**src/rtl/proxy_pkg.sv**
```systemverilog
// proxy_pkg: shared definitions for the proxy stream feeder.
//   state_e       : feeder FSM state (PASS / PROXY / FLUSH)
//   STALL_CNT_W   : width of the optional stall-cycle counter
//   STALL_CNT_MAX : saturation value of that counter
package proxy_pkg;

    typedef enum logic [1:0] {
        PASS  = 2'd0,
        PROXY = 2'd1,
        FLUSH = 2'd2
    } state_e;

    localparam int STALL_CNT_W = 16;
    localparam logic [STALL_CNT_W-1:0] STALL_CNT_MAX = '1;

endpackage

```
**src/rtl/proxy_stream_feeder_if.sv**
```systemverilog
// proxy_stream_feeder_if: upstream word handshake into the feeder.
//   in_valid : word offered by the producer
//   in_ready : feeder can take a word this cycle
//   in_data  : the offered word (WORD_SIZE bits)
// master = producer side, slave = feeder side.
interface proxy_stream_feeder_if #(
    parameter int WORD_SIZE = 16
);
    logic                 in_valid;
    logic                 in_ready;
    logic [WORD_SIZE-1:0] in_data;

    modport master (output in_valid, output in_data, input in_ready);
    modport slave  (input in_valid, input in_data, output in_ready);
endinterface

```
**src/rtl/proxy_fifo.sv**
```systemverilog
// proxy_fifo: input word buffer of the feeder. FIFO_DEPTH must be a power
// of two (pointers wrap naturally) and at least 2.
// Ports:
//   clk, rst_n : clock, asynchronous active-low reset
//   push_i     : write wdata_i (taken when not full, or when full and popping)
//   pop_i      : drop the head word (ignored while empty)
//   clear_i    : synchronous clear; a push in the same cycle is dropped
//   rdata_o    : head word (valid while not empty)
//   full_o, empty_o, count_o : occupancy status
module proxy_fifo #(
    parameter int WORD_SIZE  = 16,
    parameter int FIFO_DEPTH = 4,
    localparam int AW = $clog2(FIFO_DEPTH),
    localparam int CW = AW + 1
) (
    input  logic                 clk,
    input  logic                 rst_n,
    input  logic                 push_i,
    input  logic                 pop_i,
    input  logic                 clear_i,
    input  logic [WORD_SIZE-1:0] wdata_i,
    output logic [WORD_SIZE-1:0] rdata_o,
    output logic                 full_o,
    output logic                 empty_o,
    output logic [CW-1:0]        count_o
);

    logic [WORD_SIZE-1:0] mem_q [FIFO_DEPTH];
    logic [AW-1:0]        wr_ptr_q, wr_ptr_d;
    logic [AW-1:0]        rd_ptr_q, rd_ptr_d;
    logic [CW-1:0]        count_q, count_d;
    logic                 pop_ok;
    logic                 push_ok;

    assign full_o  = (count_q == CW'(FIFO_DEPTH));
    assign empty_o = (count_q == '0);
    assign count_o = count_q;
    assign rdata_o = mem_q[rd_ptr_q];

    // A full buffer still takes a word when the head leaves in the same cycle.
    assign pop_ok  = pop_i & ~empty_o;
    assign push_ok = push_i & ~clear_i & (~full_o | pop_ok);

    always_comb begin
        wr_ptr_d = wr_ptr_q;
        rd_ptr_d = rd_ptr_q;
        count_d  = count_q;
        if (clear_i) begin
            wr_ptr_d = '0;
            rd_ptr_d = '0;
            count_d  = '0;
        end else begin
            if (push_ok) wr_ptr_d = wr_ptr_q + 1'b1;
            if (pop_ok)  rd_ptr_d = rd_ptr_q + 1'b1;
            case ({push_ok, pop_ok})
                2'b10:   count_d = count_q + CW'(1);
                2'b01:   count_d = count_q - CW'(1);
                default: count_d = count_q;
            endcase
        end
    end

    always_ff @(posedge clk or negedge rst_n) begin
        if (!rst_n) begin
            wr_ptr_q <= '0;
            rd_ptr_q <= '0;
            count_q  <= '0;
        end else begin
            wr_ptr_q <= wr_ptr_d;
            rd_ptr_q <= rd_ptr_d;
            count_q  <= count_d;
        end
    end

    // Storage needs no reset: contents are only read while count_q says valid.
    always_ff @(posedge clk) begin
        if (push_ok) mem_q[wr_ptr_q] <= wdata_i;
    end

endmodule

```
**src/rtl/proxy_stream_feeder.sv**
```systemverilog
// proxy_stream_feeder: buffers upstream words and feeds them into a downstream
// vDFF row. In PASS the vDFF is transparent-registered (1-cycle latency); in
// PROXY its shift path adds a stall stage (2-cycle latency). FLUSH is a single
// bubble cycle that pushes the stalled word out to Q before shift_en drops.
// A shadow copy of the vDFF validity (tag_stalled_q, q_valid_q) drives q_valid.
//
// Optional feature macro: PROXY_STATS_EN adds stall_cnt, a saturating count of
// cycles with shift_en high (cleared only by reset).
//
// Ports:
//   clk, rst_n : clock, asynchronous active-low reset
//   up         : upstream word handshake (slave side)
//   fault_en   : request proxy mode
//   flush      : synchronous buffer clear
//   out_data   : vDFF D input (0 on bubbles)
//   shift_en   : vDFF shift enable
//   q_valid    : vDFF Q holds a real word this cycle
//   busy       : buffer non-empty or not in PASS
//   stall_cnt  : (PROXY_STATS_EN only) shift_en cycle counter
//
// state | meaning
// PASS  | vDFF transparent, words pop straight through
// PROXY | vDFF shifting through its stall stage, words still pop
// FLUSH | one bubble cycle draining the stall stage, no pop
module proxy_stream_feeder
    import proxy_pkg::*;
#(
    parameter int WORD_SIZE  = 16,
    parameter int FIFO_DEPTH = 4
) (
    input  logic                   clk,
    input  logic                   rst_n,
    proxy_stream_feeder_if.slave   up,
    input  logic                   fault_en,
    input  logic                   flush,
    output logic [WORD_SIZE-1:0]   out_data,
    output logic                   shift_en,
    output logic                   q_valid,
    output logic                   busy
`ifdef PROXY_STATS_EN
    ,
    output logic [STALL_CNT_W-1:0] stall_cnt
`endif
);

    localparam int CW = $clog2(FIFO_DEPTH) + 1;

    state_e               state_q, state_d;
    logic                 tag_stalled_q, tag_stalled_d;
    logic                 q_valid_q, q_valid_d;
    logic                 pop;
    logic                 cur_valid;
    logic                 fifo_full;
    logic                 fifo_empty;
    logic [CW-1:0]        fifo_count;
    logic [WORD_SIZE-1:0] fifo_head;

    proxy_fifo #(
        .WORD_SIZE (WORD_SIZE),
        .FIFO_DEPTH(FIFO_DEPTH)
    ) u_fifo (
        .clk    (clk),
        .rst_n  (rst_n),
        .push_i (up.in_valid),
        .pop_i  (pop),
        .clear_i(flush),
        .wdata_i(up.in_data),
        .rdata_o(fifo_head),
        .full_o (fifo_full),
        .empty_o(fifo_empty),
        .count_o(fifo_count)
    );

    // pop does not depend on in_valid, so there is no ready/valid loop.
    assign up.in_ready = ~fifo_full | pop;
    assign q_valid     = q_valid_q;
    assign busy        = (fifo_count != '0) || (state_q != PASS);

    always_comb begin
        state_d       = state_q;
        shift_en      = (state_q != PASS);
        pop           = 1'b0;
        cur_valid     = 1'b0;
        out_data      = '0;
        q_valid_d     = q_valid_q;
        tag_stalled_d = tag_stalled_q;

        if (flush) begin
            state_d = (state_q == PASS) ? PASS : FLUSH;
        end else begin
            case (state_q)
                PASS:    if (fault_en)  state_d = PROXY;
                PROXY:   if (!fault_en) state_d = FLUSH;
                FLUSH:   state_d = fault_en ? PROXY : PASS;
                default: state_d = PASS;
            endcase
        end

        // A word popped on a flush edge would escape the clear, so flush
        // also blocks the pop.
        pop       = (state_q != FLUSH) && !fifo_empty && !flush;
        cur_valid = pop;
        if (pop) out_data = fifo_head;

        if (shift_en) begin
            q_valid_d     = tag_stalled_q;
            tag_stalled_d = cur_valid;
        end else begin
            q_valid_d     = cur_valid;
            tag_stalled_d = 1'b0;
        end
    end

    always_ff @(posedge clk or negedge rst_n) begin
        if (!rst_n) begin
            state_q       <= PASS;
            tag_stalled_q <= 1'b0;
            q_valid_q     <= 1'b0;
        end else begin
            state_q       <= state_d;
            tag_stalled_q <= tag_stalled_d;
            q_valid_q     <= q_valid_d;
        end
    end

`ifdef PROXY_STATS_EN
    logic [STALL_CNT_W-1:0] stall_cnt_q;

    always_ff @(posedge clk or negedge rst_n) begin
        if (!rst_n) begin
            stall_cnt_q <= '0;
        end else if (shift_en && (stall_cnt_q != STALL_CNT_MAX)) begin
            stall_cnt_q <= stall_cnt_q + STALL_CNT_W'(1);
        end
    end

    assign stall_cnt = stall_cnt_q;
`endif

endmodule

```
**src/flat_wrapper.sv**
```systemverilog
// flat-port wrapper written by rule: the top's interface ports become plain ports
module proxy_stream_feeder_flat import proxy_pkg::*;
#(
    parameter int WORD_SIZE  = 16,
    parameter int FIFO_DEPTH = 4
)
  (clk, rst_n, fault_en, flush, out_data, shift_en, q_valid, busy, up_in_valid, up_in_data, up_in_ready);
  proxy_stream_feeder_if #(.WORD_SIZE(WORD_SIZE)) up_i ();
  input  logic clk;
  input  logic rst_n;
  input  logic fault_en;
  input  logic flush;
  output logic [WORD_SIZE-1:0] out_data;
  output logic shift_en;
  output logic q_valid;
  output logic busy;
  input wire logic [$bits(up_i.in_valid)-1:0] up_in_valid;
  input wire logic [$bits(up_i.in_data)-1:0] up_in_data;
  output wire logic [$bits(up_i.in_ready)-1:0] up_in_ready;
  assign up_i.in_valid = up_in_valid;
  assign up_i.in_data = up_in_data;
  assign up_in_ready = up_i.in_ready;
  proxy_stream_feeder #(.WORD_SIZE(WORD_SIZE), .FIFO_DEPTH(FIFO_DEPTH)) u_core (.clk(clk), .rst_n(rst_n), .up(up_i), .fault_en(fault_en), .flush(flush), .out_data(out_data), .shift_en(shift_en), .q_valid(q_valid), .busy(busy));
endmodule
```
**config.mk**
```make
export PLATFORM = sky130hd
export DESIGN_NAME = proxy_stream_feeder_flat
export DESIGN_NICKNAME = d
export VERILOG_FILES = /design/src/rtl/proxy_pkg.sv /design/src/rtl/proxy_stream_feeder_if.sv /design/src/rtl/proxy_fifo.sv /design/src/rtl/proxy_stream_feeder.sv /design/src/flat_wrapper.sv
export SDC_FILE = /design/constraint.sdc
export NUM_CORES = 1
export LEC_CHECK = 0
export ABC_AREA = 1
export CAP_MARGIN = 20
export CORE_ASPECT_RATIO = 1.4
export CORE_MARGIN = 2
export CORE_UTILIZATION = 40
export CTS_BUF_LIST = sky130_fd_sc_hd__clkbuf_16
export DETAILED_ROUTE_END_ITERATION = 16
export DONT_BUFFER_PORTS = 1
export PLACE_DENSITY = 0.53
export SLEW_MARGIN = 20
export SYNTH_ARGS = -nofsm -noshare
export SYNTH_HDL_FRONTEND = slang
export SYNTH_SLANG_ARGS = --single-unit
```
**constraint.sdc**
```tcl
create_clock -name clk -period 1.96 [get_ports clk]
set_input_delay 0.392 -clock clk [delete_from_list [all_inputs] [get_ports clk]]
set_output_delay 0.392 -clock clk [all_outputs]
set_load 0.02 [all_outputs]
```
Word-level counts from Yosys, hierarchy flattened --
Memory sizes are Yosys's and may differ from the RTL's. Index checks and enable logic that the tools add are counted.
Operators by class: $add $sub $neg 4, equal/unequal tests 8, multiplexer cells 17, bitwise gates (word level) 8, reductions and logical operators 13
Operators with widths (number):
- $mux W16 | 1
- $mux W2 | 8
- $ne A3 B3 Y1 const B | 2
- $pmux W2 S3 | 1
- $pmux W3 S2 | 1
- $reduce_bool A2 Y1 | 3
- $reduce_bool A3 Y1 | 2
- $mux W1 | 5
- $add A2 B1 Y2 const B | 2
- $eq A2 B1 Y1 const B | 2
- $eq A2 B2 Y1 const B | 2
- $add A3 B1 Y3 const B | 1
- $and A1 B1 Y1 | 3
- $eq A3 B3 Y1 const B | 1
- $logic_not A3 Y1 | 1
- $mux W3 | 1
- $not A1 Y1 | 3
- $sub A3 B1 Y3 const B | 1
- $logic_and A1 B1 Y1 | 2
- $logic_not A1 Y1 | 2
- $logic_not A2 Y1 | 1
- $ne A2 B2 Y1 const B | 1
- $or A1 B1 Y1 | 2
- $reduce_and A2 Y1 | 1
- $logic_or A1 B1 Y1 | 1
Storage, ports and cells: bits in registers 11, memory bits (writable) 64, output and inout bits 20, logic and storage cells 57, memories kept 1
Memories:
- u_core.u_fifo.mem_q | words 4, width 16, read ports 1, clocked after Yosys merged registers in 0, wr ports 1, RTL line proxy_fifo.sv:28 | logic [WORD_SIZE-1:0] mem_q [FIFO_DEPTH];

Longest topological paths before layout --
depth after elaboration 10, gate-level depth with buffers 10, mapped depth without buffers 10

Cells and area by module --
A second synthesis with hierarchy kept.
Unflattened totals: cell total of the unflattened synthesis 280, area, all modules 3235.6 um^2
Modules (own cells, without submodules):
- proxy_fifo | instances 1, cells an instance 221, area each 2869.0 um^2
- proxy_stream_feeder | instances 1, cells an instance 59, area each 366.6 um^2

Least setup slack after synthesis --
No wires, ideal clock.
kind register -> register, from register u_core.u_fifo.count_q[0] (netlist: u_core.u_fifo.count_o[0]), to memory u_core.u_fifo.mem_q[0][0] (enable), library setup time 0.389 ns, arrival time 1.744 ns, required time 1.571 ns, slack -0.173 ns, stages on the path, launching flop included 7, clock period less this slack 2.133 ns, cells stage by stage dfrtp_1 nor2_4 nand2_2 nand3_2 nand3_1 nand2_2 nor2_1
On the way: longest elaborated chain between the ends 9, elaborated cells on any way between the ends 12
Ends and longest elaborated chain:
- from (decl) | RTL line proxy_fifo.sv:31 | logic [CW-1:0] count_q, count_d;
- from (signal assigned) | RTL line proxy_fifo.sv:71 | count_q <= count_d;
- $logic_not A3 Y1 | RTL line proxy_fifo.sv:36 | assign empty_o = (count_q == '0);
- $logic_not A1 Y1 | RTL line proxy_stream_feeder.sv:101 | pop = (state_q != FLUSH) && !fifo_empty && !flush;
- $logic_and A1 B1 Y1 (2 in series) | RTL line proxy_stream_feeder.sv:101
- $and A1 B1 Y1 | RTL line proxy_fifo.sv:41 | assign pop_ok = pop_i & ~empty_o;
- $or A1 B1 Y1 (*) | RTL line proxy_fifo.sv:42 | assign push_ok = push_i & ~clear_i & (~full_o | pop_ok);
- $and A1 B1 Y1 (*) | RTL line proxy_fifo.sv:42
- $mux W1 (*) | RTL line proxy_fifo.sv:77 | if (push_ok) mem_q[wr_ptr_q] <= wdata_i;
- $mux W1 (not written as such) (*) | RTL line proxy_fifo.sv:77
- to (decl) | RTL line proxy_fifo.sv:28
Every way passes the cells marked *; elsewhere a longest branch is shown, timed or not.

Worst setup path in the final report --
from register u_core.u_fifo.count_q[1] (netlist: u_core.u_fifo.count_o[1]), to output port out_data[7]
On the way: longest elaborated chain between the ends 5
Ends and longest elaborated chain:
- $logic_not A3 Y1 | RTL line proxy_fifo.sv:36
- $logic_not A1 Y1 | RTL line proxy_stream_feeder.sv:101
- $logic_and A1 B1 Y1 (2 in series) | RTL line proxy_stream_feeder.sv:101
- $mux W16 | RTL line proxy_stream_feeder.sv:103 | if (pop) out_data = fifo_head;
- to (decl) | RTL line flat_wrapper.sv:13 | output logic [WORD_SIZE-1:0] out_data;
No other way between the ends.

==> reports/qor.yml <==
setup_path:
  crit_type: "flop to output pin"
  worst_setup_path_end_kind: "output pin"
  critPathMaxFanout: 11
  cp-start-kind: "flop"
  critPathArrivalTime_ns: 1.51
  crit_required_ns: 1.57
layout:
  synthToLayoutAreaGrowth_pct: 21.1
  nFillCells: 701
  multi_input_area_um2: 807
  diodes: 0
  nets: 327
  layout_commonest_cell: "nor2_1"
  final_cells: 405
  regArea_um2: 2200
  drive_gt1_share_pct: 21.0
  layout_common_cells: "nor2_1 (78), edfxtp_1 (64), o21ai_0 (32)"
drt:
  ant_nets: 0
  wire_per_inst_um: 15.3
  m1WireLength_um: 2600
  drtIter0Drc: 130
  wirelength_um: 6180
  drc: 0
  vias: 1989
  viasPerCell: 4.91
  wl_met2_um: 3090
  highest_layer: "met4"
  wl_met3_um: 384
  dr.pass1.iters: 4
clock_tree:
  insertion_delay_ns: 0.33
  clk_pin_slew_ns: 0.06
  clock_sinks: 75
  clock_path_buffers: 2
  cts-buffers-inserted: 9
  htreeDepth: 3
  cts_tree: "done"
  root_buffer: "clkbuf_16"
synth:
  synth_top_area_cell: "edfxtp_1"
  ys_seq_area_share_pct: 70.3
  ys_ff_latch: 75
  syn_area_per_cell_um2: 11.6
  netlist_instances: 269
  syn_area_um2: 3130
  synth_area_leaders: "edfxtp_1 (61%), nor2_1 (9.4%), dfrtp_1 (8.8%)"
  yosysTopAreaCellShare_pct: 61.5
  synth_nets: 295
  yosys_warnings: 0
  synth.distinct_cells: 22
sta:
  slew_violations: 0
  fin_setup_tns_ns: 0
  fin_ws_ns: 0.0571
  slew-limit-headroom_pct: 64.3
  worstMarginPinSlew_ns: 0.534
  rsz0062_at_grt: "yes"
  min_period_over_period_pct: 97.1
  setup_viol: 0
  hold_viol_final: 0
  fmax_ghz: 0.526
  finClkSkew_ns: 0.00495
  layout_min_cycle_time_ns: 1.90
floorplan:
  ios: 41
  die_w_um: 78.7
  start_util_pct: 40.8
  dieHeight_um: 109
  coreArea_um2: 7650
  rows: 38
  die-area_um2: 8550
power_and_ir_drop:
  leakage_nw: 1.43
  power_density_nw_per_um2: 1310
  finalPower_w: 0.00495
  irDropWorstVdd_mv: 0.651
run:
  cap_violations: 0
status:
  outcome: "completed"
grt:
  first_global_vias: 2003
  antenna_found_initial: 0
  track_usage_pct: 16.0
  grt_max_degree: 33
  grt_first_pass_wirelength_um: 10000
  gr-total-overflow: 0
place:
  place_inst: 386
  port-buffer-count: 0
  gp_congestion: 0.718
  dp_slack_ns: 0.162
  dp.final_hpwl_um: 3940
hold_path:
  worst_hold_path_type: "primary input to flop"
[path summary, 6_finish.rpt]
check                                    startpoint                        end  slack [ns]  cells after the start
min reg2reg                       u_core.state_q[0]          u_core.state_q[0]        0.47                      1
max                        u_core.u_fifo.count_o[1]                out_data[7]        0.06                      6
max reg2reg                u_core.u_fifo.count_o[1]   u_core.u_fifo.count_o[2]        0.15                     10
max in group asynchronous                     rst_n   u_core.u_fifo.count_o[0]        1.09                      1
min in group asynchronous                     rst_n  u_core.u_fifo.wr_ptr_q[0]        0.49                      1
min                                   up_in_data[7]  u_core.u_fifo.mem_q[2][7]        0.16                      0
[stage by stage]
stage	utilization (%)	cell area (um^2)	hold slack (ns)
2_1_floorplan	-	3130	0.0964
3_3_place_gp	44.6	3410	0.0968
3_5_place_dp	44.6	3410	0.0969
4_1_cts	48.7	3730	0.145
5_1_grt	49.5	3790	0.141
6_report	49.5	3790	0.157
[state kept, by name, indices dropped and copies added, names as in the netlist]
| register | count |
|---|---|
| u_core.u_fifo.rd_ptr_q | 2 |
| u_core.u_fifo.wr_ptr_q | 2 |
| u_core.u_fifo.mem_q | 64 |
| u_core.u_fifo.count_o | 3 |
| u_core.q_valid | 1 |
| u_core.tag_stalled_q | 1 |
| u_core.state_q | 2 |
[metal layers]
metal  vias to the layer above  global-route usage (%)
met2                        51                    26.3
li1                        987                       -
met4                         0                    7.52
met1                       940                    18.7
met3                        11                    5.59
met5                         -                       0
[final cells by class]
type | count | share of cell area, %
Sequential cell | 75 | 58.2
Multi-Input combinational cell | 166 | 21.3
Timing Repair Buffer | 34 | 7.87
Clock buffer | 9 | 5.95
Tap cell | 100 | 3.30
Clock inverter | 6 | 1.75
Inverter | 15 | 1.62
[what timing repair did]
| item | CTS | global route |
|---|---|---|
| endpoints found under the setup margin | 16 | 16 |
| gates cloned | 0 | 0 |
| hold endpoints to repair | 11 | 0 |
| gates resized for setup | 6 | 10 |
| pin swaps | 0 | 1 |
| hold buffers | 1 | 0 |
| buffers inserted | 0 | 3 |
[cell families (layout without fill, tap and decap cells)]
group / Yosys count / after routing / share of synthesized area [%]
AND/OR/NAND/NOR: 105 / 105 / 14.2
AO/OA/AOI/OAI: 55 / 55 / 8.81
buffers and inverters: 28 / 64 / 4.20
adder cells (fa/ha/maj): 5 / 5 / 2.24
flip-flops: 75 / 75 / 70.3
XOR/XNOR: 1 / 1 / 0.280
[Yosys cell counts, drive strengths merged]
master,n
a21oi,19
xnor2,1
inv,15
fa,1
nand3,11
clkbuf,3
dfrtp,11
ha,4
o21ai,36
nand2,12
buf,10
nand4,3
edfxtp,64
nor2,79
[critical path, cell delays in order (launching register included)]
cell	delay, ns
dfrtp_2	0.44
nor2_4	0.16
nand2_2	0.11
nand3_4	0.10
buf_8	0.16
a21oi_1	0.06
buf_4	0.16
[where the power goes]
| part | leakage, nW | internal (W) | total [W] | switching (W) |
|---|---|---|---|---|
| sequential | 0.719 | 0.00188 | 0.00198 | 0.000101 |
| combinational | 0.568 | 0.000519 | 0.00137 | 0.000853 |
| clock | 0.146 | 0.000981 | 0.00159 | 0.000611 |
Note: power is estimated with default switching activity, not from simulation.
